[src/rtl/uart_cmd_ctrl.sv]
// uart_cmd_ctrl: UART command parser and telemetry responder.
// Decodes single- and multi-byte commands from the uart_top receive stream,
// keeps a bank of 8-bit control registers, counts camera frames on a
// synchronised VSYNC rising edge, and returns replies over a valid/ready
// transmit handshake.
module uart_cmd_ctrl #(
  parameter int CNT_WIDTH   = 16,
  parameter int NUM_REGS    = 4,
  parameter int SYNC_STAGES = 2,
  parameter int TIMEOUT     = 270000
) (
  input  logic                     sys_clk,
  input  logic                     sys_resetn,
  input  logic                     cam_vsync,
  input  logic [7:0]               rx_data,
  input  logic                     rx_valid,
  output logic [7:0]               tx_data,
  output logic                     tx_valid,
  input  logic                     tx_ready,
  output logic [NUM_REGS*8-1:0]    ctrl_regs,
  output logic                     sobel_enable,
  output logic [CNT_WIDTH-1:0]     frame_count,
  output logic [7:0]               drop_count
);

  // Parser states
  localparam logic [1:0] S_IDLE     = 2'd0;
  localparam logic [1:0] S_ARG_ADDR = 2'd1;
  localparam logic [1:0] S_ARG_DATA = 2'd2;
  localparam logic [1:0] S_TX       = 2'd3;

  // Command and reply characters
  localparam logic [7:0] CH_READ_CNT = 8'h52;  // 'R'
  localparam logic [7:0] CH_SOBEL_ON = 8'h53;  // 'S'
  localparam logic [7:0] CH_SOBEL_OF = 8'h73;  // 's'
  localparam logic [7:0] CH_WRITE    = 8'h57;  // 'W'
  localparam logic [7:0] CH_GET      = 8'h47;  // 'G'
  localparam logic [7:0] CH_ACK      = 8'h4B;  // 'K'
  localparam logic [7:0] CH_ERR      = 8'h3F;  // '?'

  localparam int NBYTES = CNT_WIDTH / 8;
  localparam int AW     = (NUM_REGS > 1) ? $clog2(NUM_REGS) : 1;
  localparam int TW     = $clog2(TIMEOUT + 1);

  // VSYNC synchroniser and edge detector
  logic [SYNC_STAGES-1:0] r_vsync_sync;
  logic                   r_vsync_prev;
  logic                   w_vsync_rise;
  logic [CNT_WIDTH-1:0]   r_frame_cnt;

  // Parser state
  logic [1:0]             r_state;
  logic                   r_op_write;
  logic [AW-1:0]          r_addr;
  logic [TW-1:0]          r_to_cnt;
  logic [CNT_WIDTH-1:0]   r_tx_shift;
  logic [2:0]             r_tx_left;
  logic [7:0]             r_regs [NUM_REGS];
  logic [7:0]             r_drop;

  // Combinational helpers
  logic                   w_in_arg;
  logic                   w_timeout;
  logic [1:0]             w_state_eff;
  logic                   w_addr_ok;
  logic [7:0]             w_rd_byte;

  // Place a single reply byte in the top byte of the tx shift register,
  // which is where tx_data is taken from.
  function automatic logic [CNT_WIDTH-1:0] f_reply_byte(input logic [7:0] b);
    return CNT_WIDTH'(b) << (CNT_WIDTH - 8);
  endfunction

  // Saturating increment for the dropped-byte counter.
  function automatic logic [7:0] f_sat_inc8(input logic [7:0] v);
    return (v == 8'hFF) ? v : v + 8'd1;
  endfunction

  assign w_vsync_rise = r_vsync_sync[SYNC_STAGES-1] & ~r_vsync_prev;

  // Synchronise the asynchronous VSYNC into the sys_clk domain
  always_ff @(posedge sys_clk or negedge sys_resetn) begin
    if (!sys_resetn) begin
      r_vsync_sync <= '0;
      r_vsync_prev <= 1'b0;
    end else begin
      r_vsync_sync <= {r_vsync_sync[SYNC_STAGES-2:0], cam_vsync};
      r_vsync_prev <= r_vsync_sync[SYNC_STAGES-1];
    end
  end

  // Count one frame per synchronised VSYNC rising edge, wrapping naturally
  always_ff @(posedge sys_clk or negedge sys_resetn) begin
    if (!sys_resetn) begin
      r_frame_cnt <= '0;
    end else if (w_vsync_rise) begin
      r_frame_cnt <= r_frame_cnt + CNT_WIDTH'(1);
    end
  end

  // A timeout in an argument state behaves as if the parser were already
  // idle, so a byte arriving in that very cycle is decoded as a command.
  assign w_in_arg    = (r_state == S_ARG_ADDR) || (r_state == S_ARG_DATA);
  assign w_timeout   = w_in_arg && (r_to_cnt == TW'(TIMEOUT - 1));
  assign w_state_eff = w_timeout ? S_IDLE : r_state;
  assign w_addr_ok   = (32'(rx_data) < NUM_REGS);
  assign w_rd_byte   = r_regs[rx_data[AW-1:0]];

  // Command parser, register bank, reply sequencing and drop counting
  always_ff @(posedge sys_clk or negedge sys_resetn) begin
    if (!sys_resetn) begin
      r_state    <= S_IDLE;
      r_op_write <= 1'b0;
      r_addr     <= '0;
      r_to_cnt   <= '0;
      r_tx_shift <= '0;
      r_tx_left  <= '0;
      r_drop     <= '0;
      for (int k = 0; k < NUM_REGS; k++) begin
        r_regs[k] <= '0;
      end
    end else begin
      if (w_in_arg) begin
        r_to_cnt <= r_to_cnt + TW'(1);
      end
      if (w_timeout) begin
        r_state <= S_IDLE;
      end

      case (w_state_eff)
        S_IDLE: begin
          if (rx_valid) begin
            case (rx_data)
              CH_READ_CNT: begin
                // The registered count is the pre-increment value even
                // when a VSYNC edge lands in this same cycle.
                r_tx_shift <= r_frame_cnt;
                r_tx_left  <= 3'(NBYTES);
                r_state    <= S_TX;
              end
              CH_SOBEL_ON: begin
                r_regs[0][0] <= 1'b1;
                r_tx_shift   <= f_reply_byte(CH_ACK);
                r_tx_left    <= 3'd1;
                r_state      <= S_TX;
              end
              CH_SOBEL_OF: begin
                r_regs[0][0] <= 1'b0;
                r_tx_shift   <= f_reply_byte(CH_ACK);
                r_tx_left    <= 3'd1;
                r_state      <= S_TX;
              end
              CH_WRITE: begin
                r_op_write <= 1'b1;
                r_to_cnt   <= '0;
                r_state    <= S_ARG_ADDR;
              end
              CH_GET: begin
                r_op_write <= 1'b0;
                r_to_cnt   <= '0;
                r_state    <= S_ARG_ADDR;
              end
              default: begin
                r_tx_shift <= f_reply_byte(CH_ERR);
                r_tx_left  <= 3'd1;
                r_state    <= S_TX;
              end
            endcase
          end
        end

        S_ARG_ADDR: begin
          if (rx_valid) begin
            r_to_cnt <= '0;
            if (!w_addr_ok) begin
              r_tx_shift <= f_reply_byte(CH_ERR);
              r_tx_left  <= 3'd1;
              r_state    <= S_TX;
            end else if (r_op_write) begin
              r_addr  <= rx_data[AW-1:0];
              r_state <= S_ARG_DATA;
            end else begin
              r_tx_shift <= f_reply_byte(w_rd_byte);
              r_tx_left  <= 3'd1;
              r_state    <= S_TX;
            end
          end
        end

        S_ARG_DATA: begin
          if (rx_valid) begin
            r_to_cnt       <= '0;
            r_regs[r_addr] <= rx_data;
            r_tx_shift     <= f_reply_byte(CH_ACK);
            r_tx_left      <= 3'd1;
            r_state        <= S_TX;
          end
        end

        default: begin  // S_TX
          if (rx_valid) begin
            r_drop <= f_sat_inc8(r_drop);
          end
          if (tx_ready) begin
            r_tx_shift <= r_tx_shift << 8;
            r_tx_left  <= r_tx_left - 3'd1;
            if (r_tx_left == 3'd1) begin
              r_state <= S_IDLE;
            end
          end
        end
      endcase
    end
  end

  // Flatten the register bank onto the output bus
  genvar g;
  generate
    for (g = 0; g < NUM_REGS; g++) begin : g_regs
      assign ctrl_regs[8*g +: 8] = r_regs[g];
    end
  endgenerate

  assign tx_valid     = (r_state == S_TX);
  assign tx_data      = r_tx_shift[CNT_WIDTH-1 -: 8];
  assign sobel_enable = r_regs[0][0];
  assign frame_count  = r_frame_cnt;
  assign drop_count   = r_drop;

endmodule

[config.mk]
export PLATFORM = sky130hd
export DESIGN_NAME = uart_cmd_ctrl
export DESIGN_NICKNAME = d
export VERILOG_FILES = /design/src/rtl/uart_cmd_ctrl.sv
export SDC_FILE = /design/constraint.sdc
export NUM_CORES = 1
export LEC_CHECK = 0
export ABC_CLOCK_PERIOD_IN_PS = 4150
export CAP_MARGIN = 0
export CELL_PAD_IN_SITES_DETAIL_PLACEMENT = 1
export CELL_PAD_IN_SITES_GLOBAL_PLACEMENT = 1
export CORE_MARGIN = 4
export CORE_UTILIZATION = 40
export DETAILED_ROUTE_END_ITERATION = 8
export GPL_ROUTABILITY_DRIVEN = 0
export MAX_ROUTING_LAYER = met4
export PLACE_DENSITY_LB_ADDON = 0.1
export REMOVE_ABC_BUFFERS = 1
export SYNTH_ARGS = -nofsm -noshare
export SYNTH_HDL_FRONTEND = slang
export SYNTH_SLANG_ARGS = --single-unit
[constraint.sdc]
create_clock -name sys_clk -period 4.15 [get_ports sys_clk]
set_input_delay 0.83 -clock sys_clk [delete_from_list [all_inputs] [get_ports sys_clk]]
set_output_delay 0.83 -clock sys_clk [all_outputs]
set_load 0.01 [all_outputs]
After elaboration in Yosys (flattened, before gate mapping)
Cells that the tools add are included.
{ "word_totals": {"register_bits": 102, "wordCells": 107, "inputBits": 13, "out_inout_bits": 66} }
{ "op_classes": {"order_cmp": 4, "n_reduce_logical": 17, "mux": 42, "bitwise_logic": 6, "add_sub_neg": 4, "eq_ne": 19} }
{ "op_table": {"columns": ["cell", "n"], "rows": [
  ["$mux 16", 6],
  ["$pmux 16 s3", 2],
  ["$mux 19", 4],
  ["$eq 8x7->1 const B", 5],
  ["$pmux 19 s2", 1],
  ["$bwmux 32", 1],
  ["$mux 25", 1],
  ["$mux 8", 3],
  ["$add 19x1->19 const B", 1],
  ["$eq 19x19->1 const B", 1],
  ["$mux 3", 6],
  ["$add 16x1->16 const B", 1],
  ["$bmux 8 s2", 1],
  ["$demux 8 s2", 1],
  ["$mux 2", 7],
  ["$pmux 3 s3", 1],
  ["$add 8x1->8 const B", 1],
  ["$eq 8x8->1 const B", 1],
  ["$lt 8x3->1 const B", 1],
  ["$ne 2x2->1 const B", 4],
  ["$reduce_and 4->1", 2],
  ["$eq 2x2->1 const B", 3],
  ["$ge 3x3->1 const B", 2],
  ["$not 2->3", 2],
  ["22 further kinds", 34]
]} }

Longest topological paths before layout
Gate-level depths: netlist (run 1).
{ "depth": {"word_depth": 8, "depth_mapped": 14} }

Worst setup path after synthesis (run 1)
Ideal clock, no wire load.
{ "synth_timing": {"kind": "flip-flop to flip-flop", "start": "reg r_state[1]", "end": "reg r_regs (netlist bit ctrl_regs[2])", "path_stages_with_launch": 10, "synth_period_minus_slack_ns": 3.303, "t_required_ns": 4.025, "arrival_time_ns": 3.178, "setup_time_ns": 0.125, "setup_slack_ns": 0.847, "path_cell_list": "dfrtp_1 ha_1 and4_1 nand2_1 o31ai_1 ha_1 clkbuf_1 nand2_1 nor3_1 mux2_2"} }
{ "synth_via": {"elab_chain_cells": 6, "elab_cells_between_ends": 7, "classes_between": "eq/ne: 3; mux: 1; reduce/logical: 3"} }
{ "synth_rtl": {"columns": ["element", "line", "rtl"], "rows": [
  ["start: declaration", "52", "logic [1:0] r_state;"],
  ["start signal: assignment", "112", "r_state <= S_IDLE;"],
  ["start signal: assignment", "127", "r_state <= S_IDLE;"],
  ["start signal: assignment", "139", "r_state <= S_TX;"],
  ["$eq 2x1->1 or $eq 2x2->1 (tied branches)", "103", "assign w_in_arg = (r_state == S_ARG_ADDR) || (r_state == S_ARG_DATA);"],
  ["$logic_or 1x1->1", "103", null],
  ["$logic_and 1x1->1", "104", "assign w_timeout = w_in_arg && (r_to_cnt == TW'(TIMEOUT - 1));"],
  ["$mux 2 (*)", "105", "assign w_state_eff = w_timeout ? S_IDLE : r_state;"],
  ["$eq 2x2->1 (*)", "130", "case (w_state_eff)"],
  ["$reduce_and 2->1 (no line) (*)", null, null],
  ["end signal: indexed assignment", "193", "r_regs[r_addr] <= rx_data;"],
  ["end: declaration", "58", "logic [7:0] r_regs [NUM_REGS];"]
]} }
Mark *: on every way between the ends. The rest lies on a longest branch, timed or not.
A chain may end at the register's enable or synchronous reset.

Worst setup path after layout (run 1)
{ "layout_timing": {"start": "reg r_state[1]", "end": "reg r_tx_shift[9]"} }
{ "layout_via": {"elab_chain_cells": 7, "elab_cells_between_ends": 16, "classes_between": "eq/ne: 9; mux: 2; reduce/logical: 5"} }
{ "layout_rtl": {"columns": ["element", "line", "rtl"], "rows": [
  ["$eq 2x1->1 or $eq 2x2->1 (tied branches)", "103", null],
  ["$logic_or 1x1->1", "103", null],
  ["$logic_and 1x1->1", "104", null],
  ["$mux 2 (*)", "105", null],
  ["$eq 2x1->1, or another cell as far along", "130", null],
  ["$ne 3x3->1 (no line), or another cell as far along", null, null],
  ["$reduce_and 6->1 (no line)", null, null],
  ["end signal: assignment", "137", "r_tx_shift <= r_frame_cnt;"],
  ["end signal: assignment", "143", "r_tx_shift <= f_reply_byte(CH_ACK);"],
  ["end signal: assignment", "149", "r_tx_shift <= f_reply_byte(CH_ACK);"],
  ["end: declaration", "56", "logic [CNT_WIDTH-1:0] r_tx_shift;"]
]} }
Marked as above.

==> flow_metrics.py, run 1 <==
metrics = {
    "status": {
        "status": "finished, final reports clean",
    },
    "drt": {
        "via_per_inst": 5.46,
        "wl_mm": 13.3,
        "wl_per_cell_um": 19.0,
        "dr.pass1.iters": 4,
        "ant_nets": 0,
        "vias": 3826,
        "drt_iter0_drc": 211,
        "drc": 0,
    },
    "cells_and_area": {
        "areaGrowthSynthToFinish_pct": 24.0,
        "fin_area_um2": 6330,
        "drive_above_1_share": 0.159,
        "nNetsFinal": 553,
        "finalNonFillerCells": 701,
        "antennaDiodeCount": 0,
    },
    "sta": {
        "finClkSkew_ps": 9.25,
        "setup_violations": 0,
        "fmax_ghz": 0.275,
        "whs_ps": 349,
        "slew_headroom": 0.349,
        "min_period_ps": 3640,
        "fin_crit_sh": 0.877,
        "rsz0062_at_grt": "false",
        "setup-tns-final_ps": 0,
        "slew_violations": 0,
        "hold_viol_final": 0,
        "worstMarginPinSlew_ps": 977,
    },
    "clocking": {
        "cts_tree": "yes",
        "cts_root_buf": "clkbuf_16",
        "cts_buffers": 9,
        "cts.clk_slew.worst_paths_ps": 70,
        "cts.path.max_buffers": 2,
        "h-tree-depth": 3,
        "clk_latency_ps": 360,
        "cts_sinks": 102,
    },
    "floorplan": {
        "core_um2": 12300,
        "initial_core_util": 0.416,
        "die_h_um": 121,
        "die_area_um2": 14600,
        "die_w_um": 121,
        "io_pins": 79,
        "num_rows": 40,
    },
    "logic_synthesis": {
        "async_reset_ff_frac": 1.00,
        "synth.top_cell.area_share": 0.500,
        "synth-main-ff-cell": "dfrtp_1",
        "syn_area_per_cell_um2": 11.2,
        "synthDistinctLibCells": 53,
        "ys_seq_area_frac": 0.500,
        "ys_seq_elements": 102,
        "ys_warn_count": 0,
        "synthCells": 457,
        "synth-edff-count": 0,
        "netlist_top_cells_area": "dfrtp_1, mux2_2, xnor2_1",
        "synthesis.area_um2": 5100,
        "synth_area_leader_cell": "dfrtp_1",
    },
    "critical_path": {
        "cp.required_ps": 4390,
        "slowest_stage": "or2_2",
        "critPathKind": "reg -> reg",
        "crit_chain": "ha_1 -> and4_1 -> nand2_1 -> o31ai_1 -> inv_1 -> ha_1 -> nor3b_1 -> o31a_1 -> or2_2 -> mux2_4",
        "path_max_fanout": 19,
        "cp-start-kind": "flip-flop",
        "slowest_delay_ps": 520,
        "crit_top_cell": "ha_1",
        "endpoint_kind": "flip-flop",
        "critPathArrivalTime_ps": 3880,
    },
    "power_and_ir_drop": {
        "p_leak_nw": 2.72,
        "power.density_nw_per_um2": 561,
        "ir_drop_mv": 0.257,
        "power_mw": 3.55,
    },
    "grt": {
        "antenna_found_initial": 0,
        "grt_max_degree": 78,
        "grt_pass1_wl_mm": 22.0,
        "grt_pass1_vias": 4049,
        "grt-ovfl-total": 0,
        "grt_use_total": 0.197,
    },
    "job": {
        "maxCapViolations": 0,
    },
    "placed_design": {
        "placedCellCount": 688,
        "dp_hpwl_mm": 9.42,
        "port_buffers": 78,
        "post_dp_cell_area_um2": 6030,
    },
    "worst_hold_path": {
        "hp-class": "reg -> reg",
    },
}
==> metal layers <==
layer / share of wire / global-route usage / routed length, um
met1: 0.47 / 0.264 / 6280
met2: 0.48 / 0.310 / 6460
met3: 0.032 / 0.0378 / 430
met4: 0.013 / 0.0517 / 172
met5: 0 / - / 0
==> layout make-up <==
cell class	instances	area, um^2
clock buffers	9	225
clock inverters	4	75.1
fillers	1307	5930
inverters	17	63.8
multi-input cells	310	2330
flip-flops and latches	102	2550
well taps	168	210
repair buffers	91	876
==> placed cells by master, fill, tap and decap left out, types with 3 or more instances in the layout <==
cell type        netlist  layout
a21oi_1                8       8
a32oi_1                5       5
and3_1                11      11
buf_4                  9      14
clkbuf_16              0       9
clkdlybuf4s50_1        0      77
dfrtp_1              102     102
ha_1                   9       9
inv_1                 17      17
mux2_2                36      36
mux2_4                 8       8
mux2i_1                3       3
mux4_2                 8       8
nand2_1               33      33
nand3_1               22      22
nand3b_1               3       3
nand4_1               11      11
nor2_1                32      32
nor2b_1                4       4
nor3_1                 6       6
nor4_1                 4       4
o21ai_0               22      22
o21ai_1                8       8
o31ai_1                4       4
xnor2_1               24      24
xor2_1                15      15
==> worst max-delay path, delay by kind of cell (launching register included) <==
family,cells,cell delay (ps)
compound gates,2,900
simple gates,4,1160
flops,1,400
mux,1,350
buf+inv,1,100
fa+ha+maj,2,620
==> power by group <==
part	switching, mW	total (mW)	internal, mW	leakage [nW]
registers	0.163	1.32	1.16	1.36
clock network	0.373	0.891	0.518	0.139
logic	0.662	1.34	0.675	1.23
total	1.20	3.55	2.35	2.72
==> cells in the mapped netlist (3+ instances only) <==
| cell | count |
|---|---|
| xnor2_1 | 24 |
| nor4_1 | 4 |
| inv_1 | 17 |
| nor2b_1 | 4 |
| a32oi_1 | 5 |
| o31ai_1 | 4 |
| nor3_1 | 6 |
| a21oi_1 | 8 |
| mux2_2 | 36 |
| buf_4 | 9 |
| mux2_4 | 8 |
| nand4_1 | 11 |
| nand3b_1 | 3 |
| nand2_1 | 33 |
| nor2_1 | 32 |
| and3_1 | 11 |
| mux2i_1 | 3 |
| mux4_2 | 8 |
| o21ai_1 | 8 |
| o21ai_0 | 22 |
| dfrtp_1 | 102 |
| nand3_1 | 22 |
| clkbuf_1 | 14 |
| xor2_1 | 15 |
| ha_1 | 9 |
==> per-stage QoR <==
stage	worst slack, ps	util
floorplan	583	-
global placement	398	0.492
global route	166	0.516
CTS	261	0.516
detailed placement	276	0.492
finish	510	0.516
==> worst paths after layout <==
kind	startpoint	end	slack (ps)	depth (start not counted)
hold / removal	r_vsync_sync[0]	r_vsync_sync[1]	350	0
min in group asynchronous	sys_resetn	frame_count[4]	630	1
setup / recovery	r_state[1]	r_tx_shift[9]	510	10
max in group asynchronous	sys_resetn	r_addr[1]	2580	2
hold reg to reg	r_vsync_sync[0]	r_vsync_sync[1]	350	0
setup reg to reg	r_state[1]	r_tx_shift[9]	510	10
==> flip-flops by register name, summed over array words and instances, names as in the netlist <==
| register | cells |
|---|---|
| r_tx_left | 3 |
| r_state | 2 |
| r_addr | 2 |
| ctrl_regs | 32 |
| r_vsync_prev | 1 |
| drop_count | 8 |
| frame_count | 16 |
| r_tx_shift | 16 |
| r_to_cnt | 19 |
| r_op_write | 1 |
| r_vsync_sync | 2 |
==> timing repair <==
action	in CTS	in global routing
hold endpoints to repair	0	0
gates resized for setup	0	1
setup buffers	0	0
endpoints found under the setup margin	0	9
hold buffers	0	0
==> kinds of logic (layout without fill, tap and decap cells) <==
family                   after synthesis  in the layout  share of synthesized area
AO/OA/AOI/OAI                         61             61                     0.0743
XOR/XNOR                              39             39                     0.0669
adder cells (fa/ha/maj)                9              9                     0.0221
buffers and inverters                 45            121                     0.0439
flip-flops                           102            102                      0.500
multiplexers                          55             55                      0.144
AND/OR/NAND/NOR                      146            146                      0.148
No activity file was read; power rests on OpenSTA's default activity.
==> run 2: changes to the inputs <==
--- a/config.mk
+++ b/config.mk
@@ -11,11 +11,13 @@
 export CELL_PAD_IN_SITES_GLOBAL_PLACEMENT = 1
 export CORE_MARGIN = 4
 export CORE_UTILIZATION = 40
+export CTS_CLUSTER_SIZE = 12
 export DETAILED_ROUTE_END_ITERATION = 8
 export GPL_ROUTABILITY_DRIVEN = 0
 export MAX_ROUTING_LAYER = met4
 export PLACE_DENSITY_LB_ADDON = 0.1
 export REMOVE_ABC_BUFFERS = 1
+export SLEW_MARGIN = 10
 export SYNTH_ARGS = -nofsm -noshare
 export SYNTH_HDL_FRONTEND = slang
 export SYNTH_SLANG_ARGS = --single-unit
==> results of run 2 <==
Final layout, timing and power as in run 1 (identical DEF).
==> run 3: changes to the inputs <==
--- a/config.mk
+++ b/config.mk
@@ -15,7 +15,7 @@
 export DETAILED_ROUTE_END_ITERATION = 8
 export GPL_ROUTABILITY_DRIVEN = 0
 export MAX_ROUTING_LAYER = met4
-export PLACE_DENSITY_LB_ADDON = 0.1
+export PLACE_DENSITY = 0.75
 export REMOVE_ABC_BUFFERS = 1
 export SLEW_MARGIN = 10
 export SYNTH_ARGS = -nofsm -noshare
==> flow_metrics.py, run 3 (same netlist as run 1, synthesis figures left out) <==
metrics = {
    "clocking": {
        "cts.path.max_buffers": 2,
        "clk_latency_ps": 350,
        "cts_sinks": 102,
        "cts_root_buf": "clkbuf_16",
        "h-tree-depth": 3,
        "cts_tree": "yes",
        "hold_buffers": 0,
        "cts_buffers": 9,
        "cts.clk_slew.worst_paths_ps": 70,
    },
    "sta": {
        "hold_viol_final": 0,
        "whs_ps": 362,
        "setup_violations": 0,
        "slew_violations": 0,
        "finClkSkew_ps": 6.58,
        "slew_headroom": 0.510,
        "fin_crit_sh": 0.905,
        "rsz0062_at_grt": "false",
        "setup-tns-final_ps": 0,
        "min_period_ps": 3760,
        "worstMarginPinSlew_ps": 732,
        "fmax_ghz": 0.266,
    },
    "worst_hold_path": {
        "hp-class": "reg -> reg",
        "holdPathEnd": "r_vsync_sync[1]",
        "min_path_cells": 0,
        "worstHoldStart": "r_vsync_sync[0]",
    },
    "floorplan": {
        "core_um2": 12300,
        "die_h_um": 121,
        "num_rows": 40,
        "die_area_um2": 14600,
        "die_w_um": 121,
        "initial_core_util": 0.416,
        "io_pins": 79,
    },
    "status": {
        "status": "finished, final reports clean",
    },
    "grt": {
        "met1_usage": 0.275,
        "grt_pass1_wl_mm": 23.1,
        "antenna_found_initial": 0,
        "grt_pass1_vias": 4214,
        "top_usage_layer": "met2",
        "grtUsageMet2": 0.325,
        "grt_use_total": 0.206,
        "grt_max_degree": 43,
        "use_met3": 0.0345,
        "grt-ovfl-total": 0,
    },
    "cells_and_area": {
        "nFillCells": 1333,
        "areaGrowthSynthToFinish_pct": 24.3,
        "fin_util": 0.517,
        "largest_reg_flops": 32,
        "nNetsFinal": 554,
        "drive_above_1_share": 0.166,
        "final_cell_mix": "dfrtp_1, clkdlybuf4s50_1, mux2_2, nand2_1, nor2_1",
        "mostFrequentLayoutCell": "dfrtp_1",
        "antennaDiodeCount": 0,
    },
    "drt": {
        "vias": 3758,
        "ant_nets": 0,
        "wl_per_cell_um": 19.3,
        "drt_iter0_drc": 172,
        "dr.pass1.iters": 4,
        "via_per_inst": 5.33,
        "drc": 0,
        "wl_mm": 13.6,
    },
    "job": {
        "maxCapViolations": 0,
    },
    "critical_path": {
        "cp.required_ps": 4380,
        "cp-start-kind": "flip-flop",
        "r2r_end": "r_tx_shift[11]",
        "ff2ff_setup_slack_ps": 390,
        "r2r_cells": 10,
        "critPathArrivalTime_ps": 3990,
        "path_max_fanout": 19,
        "endpoint_kind": "flip-flop",
        "critPathKind": "reg -> reg",
        "crit-reg2reg-launch": "r_state[1]",
    },
    "placed_design": {
        "port_buffers": 78,
        "dp_hpwl_mm": 9.98,
    },
    "power_and_ir_drop": {
        "p_leak_nw": 2.73,
        "ir_drop_mv": 0.223,
        "power.density_nw_per_um2": 558,
    },
}
[run 3: changes by cell type in the layout (fill, tap and decap cells not counted), sizes merged]
cell | before | now
buf | 14 | 15
bufinv | 2 | 1
clkbuf | 9 | 11
clkinv | 0 | 2
[run 3: worst max-delay path: stages, from the launching register on]
cell and delay (ps):
dfrtp_1 400, ha_1 400, and4_1 300, nand2_1 130, o31ai_1 370, ha_1 470, nor2_1 100, o21ai_0 160
a32o_1 410, or2_2 540, mux2_4 350
[run 3: layout make-up]
class                      count  area (um^2)  area share
inverter                      17         63.8      0.0101
multi-input combinational    310         2330       0.368
timing repair buffer          92          883       0.139
clock buffer                  11          243      0.0383
sequential                   102         2550       0.402
tap                          168          210      0.0331
clock inverter                 5         58.8     0.00927
[run 3: power breakdown]
group | leakage (nW) | switching, mW | internal [mW]
registers | 1.36 | 0.167 | 1.16
clock network | 0.142 | 0.381 | 0.485
logic | 1.23 | 0.671 | 0.677
[run 3: worst max path at each step]
stage / depth (start not counted) / to / startpoint
floorplan: 10 / r_tx_shift[10] / r_state[1]
global placement: 6 / r_tx_shift[13] / rx_data[3]
detailed placement: 10 / r_tx_shift[9] / r_state[1]
CTS: 10 / r_tx_shift[11] / r_state[1]
global route: 10 / r_tx_shift[11] / r_state[1]
finish: 10 / r_tx_shift[11] / r_state[1]
[run 3: layer usage]
layer / vias to the layer above / share of wire
met3: 9 / 0.030
li1: 1765 / -
met1: 1922 / 0.47
met5: - / 0
met4: 0 / 0.011
met2: 62 / 0.49
[run 3: repair_timing]
item,CTS,global route
hold endpoints to repair,0,0
resized for setup,0,2
setup endpoints to repair,0,12
buffers inserted,0,0
[run 3: metrics by stage]
| stage | area, um^2 | power [mW] | std cells | setup slack, ps |
|---|---|---|---|---|
| floorplan | 4940 | 2.08 | 429 | 583 |
| global placement | 6040 | 2.64 | 689 | 333 |
| detailed placement | 6040 | 2.69 | 689 | 206 |
| CTS | 6340 | 3.56 | 705 | 181 |
| global route | 6340 | 3.76 | 705 | 146 |
| finish | 6340 | 3.54 | 705 | 393 |
